## src/rtl/seg_scan_ctrl.sv

```systemverilog
// seg_scan_ctrl: 4-digit multiplexed 7-segment scanner with blanking gaps and frame-aligned double buffer
module seg_scan_ctrl #(
  parameter int SCAN_DIV  = 50000,
  parameter int BLANK_CYC = 16
) (
  input  logic        clk,
  input  logic        rst,
  input  logic        en,
  input  logic [15:0] disp_data,
  input  logic        disp_valid,
  output logic        disp_ready,
  input  logic [3:0]  blank_mask,
  input  logic [3:0]  dp_mask,
  output logic [3:0]  sel,
  output logic [7:0]  segments,
  output logic [1:0]  digit_idx,
  output logic        frame_tick
);
  localparam int MAXC = (SCAN_DIV > BLANK_CYC) ? SCAN_DIV : BLANK_CYC;
  localparam int CW   = $clog2(MAXC + 1);
  typedef enum logic {BLANK, SHOW} state_t;
  state_t state, nstate;
  logic [CW-1:0] cnt, ncnt;
  logic [1:0]  ndig;
  logic [15:0] active, pend;
  logic        full;
  logic [3:0]  nib;
  logic [7:0]  hex, shown;
  assign disp_ready = ~full;
  always_comb begin
    nstate     = state;
    ncnt       = cnt + 1'b1;
    ndig       = digit_idx;
    frame_tick = 1'b0;
    if (!en) begin
      nstate = BLANK;
      ncnt   = '0;
      ndig   = '0;
    end else if (state == BLANK && cnt == CW'(BLANK_CYC - 1)) begin
      nstate = SHOW;
      ncnt   = '0;
    end else if (state == SHOW && cnt == CW'(SCAN_DIV - 1)) begin
      nstate     = BLANK;
      ncnt       = '0;
      ndig       = digit_idx + 2'd1;
      frame_tick = (digit_idx == 2'd3);
    end
  end
  // segments are registered, so decode the digit that will be showing after this edge
  assign nib   = active[{ndig, 2'b00} +: 4];
  assign shown = blank_mask[ndig] ? 8'hFF : {hex[7:1], hex[0] & ~dp_mask[ndig]};
  always_comb begin
    case (nib)
      4'h0: hex = 8'h03;
      4'h1: hex = 8'h9F;
      4'h2: hex = 8'h25;
      4'h3: hex = 8'h0D;
      4'h4: hex = 8'h99;
      4'h5: hex = 8'h49;
      4'h6: hex = 8'h41;
      4'h7: hex = 8'h1F;
      4'h8: hex = 8'h01;
      4'h9: hex = 8'h09;
      4'hA: hex = 8'h11;
      4'hB: hex = 8'hC1;
      4'hC: hex = 8'h63;
      4'hD: hex = 8'h85;
      4'hE: hex = 8'h61;
      default: hex = 8'h71;
    endcase
  end
  always_ff @(posedge clk or posedge rst) begin
    if (rst) begin
      state     <= BLANK;
      cnt       <= '0;
      digit_idx <= '0;
      sel       <= 4'hF;
      segments  <= 8'hFF;
      active    <= '0;
      pend      <= '0;
      full      <= 1'b0;
    end else begin
      state     <= nstate;
      cnt       <= ncnt;
      digit_idx <= ndig;
      sel       <= (nstate == SHOW) ? ~(4'b0001 << ndig) : 4'hF;
      segments  <= (nstate == SHOW) ? shown : 8'hFF;
      if (full && (frame_tick || !en)) begin
        active <= pend;
        full   <= 1'b0;
      end else if (disp_valid && !full) begin
        pend <= disp_data;
        full <= 1'b1;
      end
    end
  end
endmodule
```

## config.mk

```make
export PLATFORM = sky130hd
export DESIGN_NAME = seg_scan_ctrl
export DESIGN_NICKNAME = d
export VERILOG_FILES = /design/src/rtl/seg_scan_ctrl.sv
export SDC_FILE = /design/constraint.sdc
export NUM_CORES = 1
export LEC_CHECK = 0
export ABC_AREA = 1
export ABC_CLOCK_PERIOD_IN_PS = 2970
export BUFFER_PORTS_ARGS = -buffer_cell sky130_fd_sc_hd__clkbuf_2
export CORE_MARGIN = 4
export CORE_UTILIZATION = 32
export DETAILED_ROUTE_END_ITERATION = 10
export HOLD_SLACK_MARGIN = 0.08
export PLACE_DENSITY = 0.56
export SYNTH_ARGS = -nofsm -noshare
export SYNTH_HDL_FRONTEND = slang
export SYNTH_SLANG_ARGS = --single-unit
```

## constraint.sdc

```tcl
create_clock -name clk -period 2.97 [get_ports clk]
set_input_delay 0.4455 -clock clk [delete_from_list [all_inputs] [get_ports clk]]
set_output_delay 0.4455 -clock clk [all_outputs]
set_load 0.01 [all_outputs]
```

# == Word-level counts from Yosys, hierarchy flattened ==
# Memory sizes are Yosys's and may differ from the RTL's.
# Index checks and enable logic that the tools add are counted.
# Widths: inputs -> output; s select.
# totals
reg_bits,64
mem_bits_ro,112
n_memories,1
# op_classes
n_addsub,2
n_lt_le_gt_ge,1
n_eq_ne,3
shift,2
mux,21
n_bitwise,6
n_reduce_logical,9
# mem_list
memory,words,width,read_ports,rd_ports_with_merged_regs,write_ports,line,text
(name not given),16,7,1,0,0,53,case (nib)
# op_table
operator,count
$mux 16,3
$add 16x1->16 const B,1
$eq 16x16->1 const B,1
$eq 16x4->1 const B,1
$mux 8,2
$shiftx 16x5->4,1
$mux 1,10
$mux 2,3
$bmux 1 s2,2
$logic_and 1x1->1,4
$mux 4,1
$not 1->1,4
$not 4->4,1
$shl 1x2->4 const A,1
$lt 2x3->1 const B,1
$add 2x1->2 const B,1
$eq 2x2->1 const B,1
$logic_not 1->1,2
$reduce_and 2->1,1
$reduce_bool 2->1,1
$and 1x1->1 const A,1
$logic_or 1x1->1,1

# == Longest topological paths before layout ==
# Gate-level depths: netlist (run 1).
# depth
ltp_word,11
depth_mapped,19

# == Least setup slack after synthesis (run 1) ==
# No wires, ideal clock.
# synth_timing
path_kind,reg2reg
from,register cnt[0]
to,register segments[7]
setup_time_ns,0.083
t_arrival_ns,2.143
required_ns,2.887
setup_slack_ns,0.744
path_stages_with_launch,15
synth_period_minus_slack_ns,2.226
path_cell_list,dfrtp_1 ha_1 nand3_2 nor2_2 nand4_1 nand3_4 inv_4 nor2_4 nand2_2 nand3_2 inv_1 ha_1 nand3b_1 nand3_1 nand3_1
# synth_between
elab_chain_cells,9
# synth_lines
element,line,text
start: declaration,23,"logic [CW-1:0] cnt, ncnt;"
start signal: assignment,84,cnt <= ncnt;
$eq 16x16->1,42,end else if (state == SHOW && cnt == CW'(SCAN_DIV - 1)) begin
$logic_and 1x1->1,42,
$mux 2,42,
$mux 2 (*),39,end else if (state == BLANK && cnt == CW'(BLANK_CYC - 1)) begin
$mux 2 (*),35,if (!en) begin
named net ndig[1],24,logic [1:0] ndig;
$shiftx 16x5->4 or $bmux 1 s2 (tied branches),"50, 51",
$mem_v2 16x7 or $mux 1 (tied branches),n/a,
$mux 8 (*),51,"assign shown = blank_mask[ndig] ? 8'hFF : {hex[7:1], hex[0] & ~dp_mask[ndig]};"
$mux 8 (*),87,segments <= (nstate == SHOW) ? shown : 8'hFF;
end signal: assignment,87,
end: declaration,15,"output logic [7:0] segments,"
# Mark *: on every way through the listed nets, which the timed path passes. The rest lies on a longest branch. The select of a mux whose other input is x is not followed.
# A chain may end at the register's enable or synchronous reset.

# == Worst setup path after layout (run 1) ==
# layout_timing
from,register cnt[0]
to,register segments[4]
# Same word-level chain as after synthesis.

==> results of run 1 <==
-- cells in the final DEF, fill, tap and decap left out, types with 3 or more instances in the layout --
cell and count:
nor2_4 5, nand2_2 14, nor2_1 39, nand4_1 8, xor2_1 3, nand3_1 24, buf_4 3, nor3_1 5
a21oi_1 15, nand3_2 4, clkbuf_8 11, mux2_2 6, nand3_4 3, dfrtp_1 52, nor2_2 5, nand2_1 95
o21ai_0 17, ha_1 8, dfstp_2 12, inv_1 42, inv_2 4, clkbuf_2 43
-- power groups by stage --
stage | sequential [W] | combinational [W] | clock, W
after detailed placement | 0.00107 | 0.000461 | 0
after CTS | 0.00106 | 0.000464 | 0.000794
after floorplan | 0.00105 | 0.000359 | 0
after global placement | 0.00107 | 0.000462 | 0
final | 0.00106 | 0.000458 | 0.000772
after global routing | 0.00107 | 0.000538 | 0.000829
-- path summary, 6_finish.rpt --
| path | startpoint | endpoint | slack, ns | cells after the start |
|---|---|---|---|---|
| max in group asynchronous | rst | segments[0]$_DFF_PP1_ | 2.37 | 3 |
| worst min register to register | cnt[0]$_DFF_PP0_ | cnt[0]$_DFF_PP0_ | 0.46 | 1 |
| worst min-delay path | rst | pend[7]$_DFFE_PP0P_ | 0.14 | 3 |
| min in group clk | disp_data[12] | pend[12]$_DFFE_PP0P_ | 0.34 | 2 |
| worst max-delay path | cnt[0]$_DFF_PP0_ | segments[4]$_DFF_PP1_ | 0.48 | 15 |
| worst max register to register | cnt[0]$_DFF_PP0_ | segments[4]$_DFF_PP1_ | 0.48 | 15 |
-- registers in the layout (all words and copies together) (netlist names) --
register,cells
digit_idx,2
cnt,16
state,1
pend,16
sel,4
active,16
segments,8
full,1
-- cell type report --
class                           instances  area (sq um)  share of cell area
Clock inverter                          5         55.05             0.01436
Sequential cell                        64          1617              0.4218
Timing Repair Buffer                   46         237.7             0.06203
Multi-Input combinational cell        264          1426              0.3722
Clock buffer                           11         151.4             0.03950
Inverter                               47         178.9             0.04669
Tap cell                              133         166.4             0.04342
-- routing by layer --
metal,global-route usage,up-vias
met5,0,-
met4,0.02795,0
met3,0.03552,8
met2,0.1838,56
met1,0.1788,1143
li1,-,1312
-- worst max-delay path, stage by stage (launching register included) --
cell	delay (ns)
dfrtp_1	0.36
ha_1	0.20
nand3_2	0.14
nor2_2	0.26
nand4_1	0.19
nand3_4	0.22
inv_4	0.08
nor2_4	0.16
nand2_2	0.08
nand3_2	0.12
inv_1	0.08
ha_1	0.27
nand2_1	0.08
nand3_1	0.06
nand2_1	0.06
nand2_1	0.05
-- metrics by stage --
stage / hold WS (ns) / worst slack [ns]
floorplan: 0.4251 / 0.7435
global placement: 0.4370 / 0.5871
detailed placement: 0.4490 / 0.4970
CTS: 0.1492 / 0.4900
global route: 0.1785 / 0.2383
finish: 0.1394 / 0.4828
-- kinds of logic after synthesis --
kind of cell / share of synthesized area
fa+ha+maj: 0.03072
buf+inv: 0.06605
xor+xnor: 0.01344
simple gates: 0.3176
compound gates: 0.05530
mux: 0.02074
flops: 0.4962
==> flow_metrics.py, run 1 <==
metrics = {
    "power_and_ir_drop": {
        "leakagePower_nw": 1.898,
        "clockPowerShare": 0.338,
        "p_per_area_mw_per_mm2": 596.5,
        "internal_power_w": 0.001598,
        "seq_power_share": 0.462,
        "power_w": 0.002286,
        "ir_drop_v": 0.0002853,
        "p_sw_w": 0.0006876,
        "combPwrFrac": 0.200,
        "netSwitchingFraction": 0.3008,
    },
    "timing": {
        "skew_ns": 0.009995,
        "worstMarginPinSlew_ns": 0.8389,
        "fin_tns_setup_ns": 0,
        "slew_headroom": 0.4394,
        "period_share": 0.8374,
        "hold_viol": 0,
        "min_period_ns": 2.487,
        "rsz0062_at_grt": "false",
        "max_freq_mhz": 402.1,
        "setup_viol": 0,
        "drv_slew": 0,
    },
    "route": {
        "drtIter0Drc": 101,
        "dr.pass1.iters": 4,
        "top_layer_used": "met4",
        "drc_errors": 0,
        "wl_met3_um": 368,
        "drtAntennaViolNets": 0,
        "via_per_inst": 4.419,
        "vias": 2519,
        "wire_per_inst_um": 11.78,
        "wl_met2_um": 2853,
        "wl_met1_um": 3434,
        "wl_um": 6712,
    },
    "clocking": {
        "clk_pin_slew_ns": 0.08,
        "cts_hold_buf": 0,
        "clk_path_buf_depth": 2,
        "numCtsBuffers": 9,
        "cts_root_buf": "clkbuf_8",
        "cts_resized": 0,
        "cts.htree.levels": 3,
        "insertion_delay_ns": 0.34,
        "post-cts-setup-buffer-count": 0,
        "cts.sinks": 64,
        "cts_tree": "yes",
    },
    "place": {
        "place.gp.congestion": 0.8545,
        "dpl_cell_area_sq_mm": 0.003626,
        "dp_hpwl_um": 5102,
        "dpl.cell_count": 554,
        "portBuffers": 43,
    },
    "logic_synthesis": {
        "yosys_warnings": 0,
        "syn-num-nets": 418,
        "ys_seq_elements": 64,
        "synth_area_sq_mm": 0.003258,
        "synth_area_leaders": "dfrtp_1 40%, nand2_1 11%, dfstp_2 9.7%, inv_1 5.0%, nor2_1 4.5%",
        "yosys.area.top_type": "dfrtp_1",
        "syn_inst": 382,
        "post-synth-top-count-cell": "nand2_1",
        "yosysSeqAreaShare": 0.4962,
        "postSynthAreaPerCell_sq_um": 8.529,
        "ys.flop_type": "dfrtp_1",
        "ys_top_cells_by_count": "95 x nand2_1, 52 x dfrtp_1, 43 x inv_1",
        "synthArstFlopShare": 1.000,
        "synth_top_area_share": 0.3994,
        "synth-edff-count": 0,
        "synth_cell_types": 32,
    },
    "finish": {
        "fillCellCount": 1022,
        "post-route-util": 0.3885,
        "areaGrowthSynthToFinish_pct": 17.63,
        "final_area_sq_mm": 0.003832,
        "num_antenna_cells": 0,
        "layout-drive-gt1-share": 0.2723,
        "fin_nets": 468,
        "instances_no_fill": 570,
    },
    "floorplanning": {
        "rows": 36,
        "io_pins": 44,
        "core_area_sq_mm": 0.009864,
        "dieArea_sq_mm": 0.01186,
        "initial_utilization": 0.3303,
        "die_x_um": 108.9,
        "die-height_um": 108.9,
    },
    "global_route": {
        "grt_pass1_vias": 2515,
        "grt_pass1_wl_um": 11700,
        "grt.overflow.total": 0,
        "antenna_found_initial": 0,
        "grt_usage": 0.1238,
        "grt_max_degree": 40,
    },
    "critical_path": {
        "required_ns": 3.24,
        "cp_max_fo": 10,
        "cp-end-kind": "register",
        "startpoint_type": "register",
        "crit_type": "register to register",
        "cp.arrival_ns": 2.76,
    },
    "job": {
        "maxCapViolCount": 0,
    },
    "run_status": {
        "status": "finished clean",
    },
    "min_path": {
        "hold_path.class": "input port to async pin",
    },
}
Note: power is estimated with default switching activity, not from simulation.
==> run 2: changes to the inputs <==
--- a/config.mk
+++ b/config.mk
@@ -6,7 +6,7 @@
 export NUM_CORES = 1
 export LEC_CHECK = 0
 export ABC_AREA = 1
-export ABC_CLOCK_PERIOD_IN_PS = 2970
+export ABC_CLOCK_PERIOD_IN_PS = 2400
 export BUFFER_PORTS_ARGS = -buffer_cell sky130_fd_sc_hd__clkbuf_2
 export CORE_MARGIN = 4
 export CORE_UTILIZATION = 32
==> constraint.sdc (replaced) <==
create_clock -name clk -period 2.4 [get_ports clk]
set_input_delay 0.36 -clock clk [delete_from_list [all_inputs] [get_ports clk]]
set_output_delay 0.36 -clock clk [all_outputs]
set_load 0.01 [all_outputs]
==> flow_metrics.py, run 2 (synthesis results as in run 1) <==
metrics = {
    "run_status": {
        "status": "finished clean",
    },
    "timing": {
        "drv_slew": 0,
        "slew_headroom": 0.5385,
        "max_freq_mhz": 436.1,
        "hold_viol": 0,
        "fin_tns_setup_ns": 0,
        "period_share": 0.9555,
        "rsz0062_at_grt": "true",
        "timing.final.ws_setup_ns": 0.1069,
        "skew_ns": 0.01138,
        "min_period_ns": 2.293,
        "worstMarginPinSlew_ns": 0.6905,
        "setup_viol": 0,
    },
    "route": {
        "drtAntennaViolNets": 0,
        "drtIter0Drc": 116,
        "drc_errors": 0,
        "wl_um": 7095,
        "vias": 2614,
        "wire_per_inst_um": 11.90,
        "via_per_inst": 4.386,
        "dr.pass1.iters": 4,
    },
    "global_route": {
        "antenna_found_initial": 0,
        "grt_pass1_vias": 2494,
        "grt_pass1_wl_um": 11730,
        "grt_usage": 0.1266,
        "grt_max_degree": 23,
        "grt.overflow.total": 0,
    },
    "floorplanning": {
        "die_x_um": 108.9,
        "initial_utilization": 0.3303,
        "io_pins": 44,
        "rows": 36,
        "dieArea_sq_mm": 0.01186,
        "core_area_sq_mm": 0.009864,
        "die-height_um": 108.9,
    },
    "power_and_ir_drop": {
        "internal_power_w": 0.001955,
        "p_per_area_mw_per_mm2": 695.7,
        "seq_power_share": 0.459,
        "clockPowerShare": 0.331,
        "combPwrFrac": 0.210,
        "ir_drop_v": 0.0003671,
        "power_w": 0.002857,
        "netSwitchingFraction": 0.3157,
        "p_sw_w": 0.0009019,
        "leakagePower_nw": 2.012,
    },
    "place": {
        "dpl.cell_count": 565,
        "dp_hpwl_um": 5316,
        "place.gp.congestion": 0.8820,
        "dpl_worst_slack_ns": -0.06316,
        "dpl_cell_area_sq_mm": 0.003709,
        "portBuffers": 43,
    },
    "clocking": {
        "clk_pin_slew_ns": 0.08,
        "cts_tree": "yes",
        "numCtsBuffers": 9,
        "insertion_delay_ns": 0.34,
        "cts.sinks": 64,
        "cts.htree.levels": 3,
        "clk_path_buf_depth": 2,
        "cts_root_buf": "clkbuf_8",
    },
    "finish": {
        "layout-drive-gt1-share": 0.3283,
        "instances_no_fill": 596,
        "final_area_sq_mm": 0.004106,
        "areaGrowthSynthToFinish_pct": 26.04,
        "reg_top3": "active x16, cnt x16, pend x16",
        "final_cell_mix": "93 x nand2_1, 51 x dfrtp_1, 43 x clkbuf_2, 41 x inv_1, 38 x nor2_1",
        "layout_commonest_cell": "nand2_1",
        "num_antenna_cells": 0,
        "fillCellCount": 1002,
        "fin_nets": 494,
    },
    "critical_path": {
        "required_ns": 2.67,
        "cp-end-kind": "register",
        "cp.arrival_ns": 2.57,
        "startpoint_type": "register",
        "cp_max_fo": 6,
        "crit_type": "register to register",
    },
    "min_path": {
        "hold_path.class": "input port to register",
    },
    "job": {
        "maxCapViolCount": 0,
    },
}
[run 2: changes by cell type in the layout (fill, tap and decap cells not counted), moves of 2 or more]
cell	delta
nand2_1	-2
nand2_2	+2
ha_1	-2
clkbuf_8	-2
nor2_4	+2
buf_4	+23
nand3_4	+3
clkinv_4	+2
clkinv_2	-2
inv_6	+3
[run 2: cell type report]
cell class | count | area (sq um) | share of cell area
Tap cell | 133 | 166.4 | 0.04052
Sequential cell | 64 | 1618 | 0.3940
Timing Repair Buffer | 71 | 440.4 | 0.1073
Multi-Input combinational cell | 265 | 1496 | 0.3644
Clock inverter | 7 | 80.08 | 0.01950
Inverter | 47 | 181.4 | 0.04418
Clock buffer | 9 | 123.9 | 0.03016
[run 2: final timing paths]
| kind | cells past startpoint | to | slack, ns | startpoint |
|---|---|---|---|---|
| max in group asynchronous | 4 | sel[3]$_DFF_PP1_ | 1.11 | rst |
| worst min register to register | 2 | active[10]$_DFFE_PP0P_ | 0.48 | pend[10]$_DFFE_PP0P_ |
| worst min-delay path | 2 | pend[10]$_DFFE_PP0P_ | 0.25 | disp_data[10] |
| worst max-delay path | 15 | segments[4]$_DFF_PP1_ | 0.11 | cnt[0]$_DFF_PP0_ |
| min in group asynchronous | 3 | pend[0]$_DFFE_PP0P_ | 0.56 | rst |
| worst max register to register | 15 | segments[4]$_DFF_PP1_ | 0.11 | cnt[0]$_DFF_PP0_ |
[run 2: repair_timing]
action                     CTS  global route
gates cloned                 0             1
hold endpoints to repair    20             0
hold buffers                 1             0
pin swaps                    1            10
setup endpoints to repair    5             7
resized for setup            2            14
setup buffers                0            13
[run 2: power by group through the flow]
stage               Clock [W]  Sequential [W]  Combinational, W
floorplan                   0         0.00130          0.000445
global placement            0         0.00133          0.000577
detailed placement          0         0.00133          0.000581
CTS                  0.000979         0.00131          0.000590
global route          0.00103         0.00133          0.000700
finish               0.000946         0.00131          0.000600
[run 2: critical path: stages (launching register included)]
cell and delay [ns]:
dfrtp_1 0.41, ha_4 0.17, nand3_4 0.11, nor2_2 0.15
nand3_1 0.13, nand2_2 0.15, buf_12 0.11, nand3_4 0.10
nand3_1 0.11, nand2_1 0.10, nor2_4 0.17, ha_1 0.25
nand2_1 0.08, nand3_1 0.07, nand2_1 0.07, nand2_1 0.05
[run 2: metal layers]
layer	share of wire	wire length [um]	global-route usage	vias up
li1	-	-	-	1371
met2	0.42	3007	0.1860	50
met1	0.52	3661	0.1782	1186
met5	0	0	0	-
met4	0.010	72	0.04058	0
met3	0.050	354	0.03789	7
[run 2: through the flow]
stage	hold slack, ns	util
2_1_floorplan	0.4251	-
3_3_place_gp	0.3891	0.3760
3_5_place_dp	0.3967	0.3760
4_1_cts	0.2299	0.3987
5_1_grt	0.2309	0.4163
6_report	0.2479	0.4163
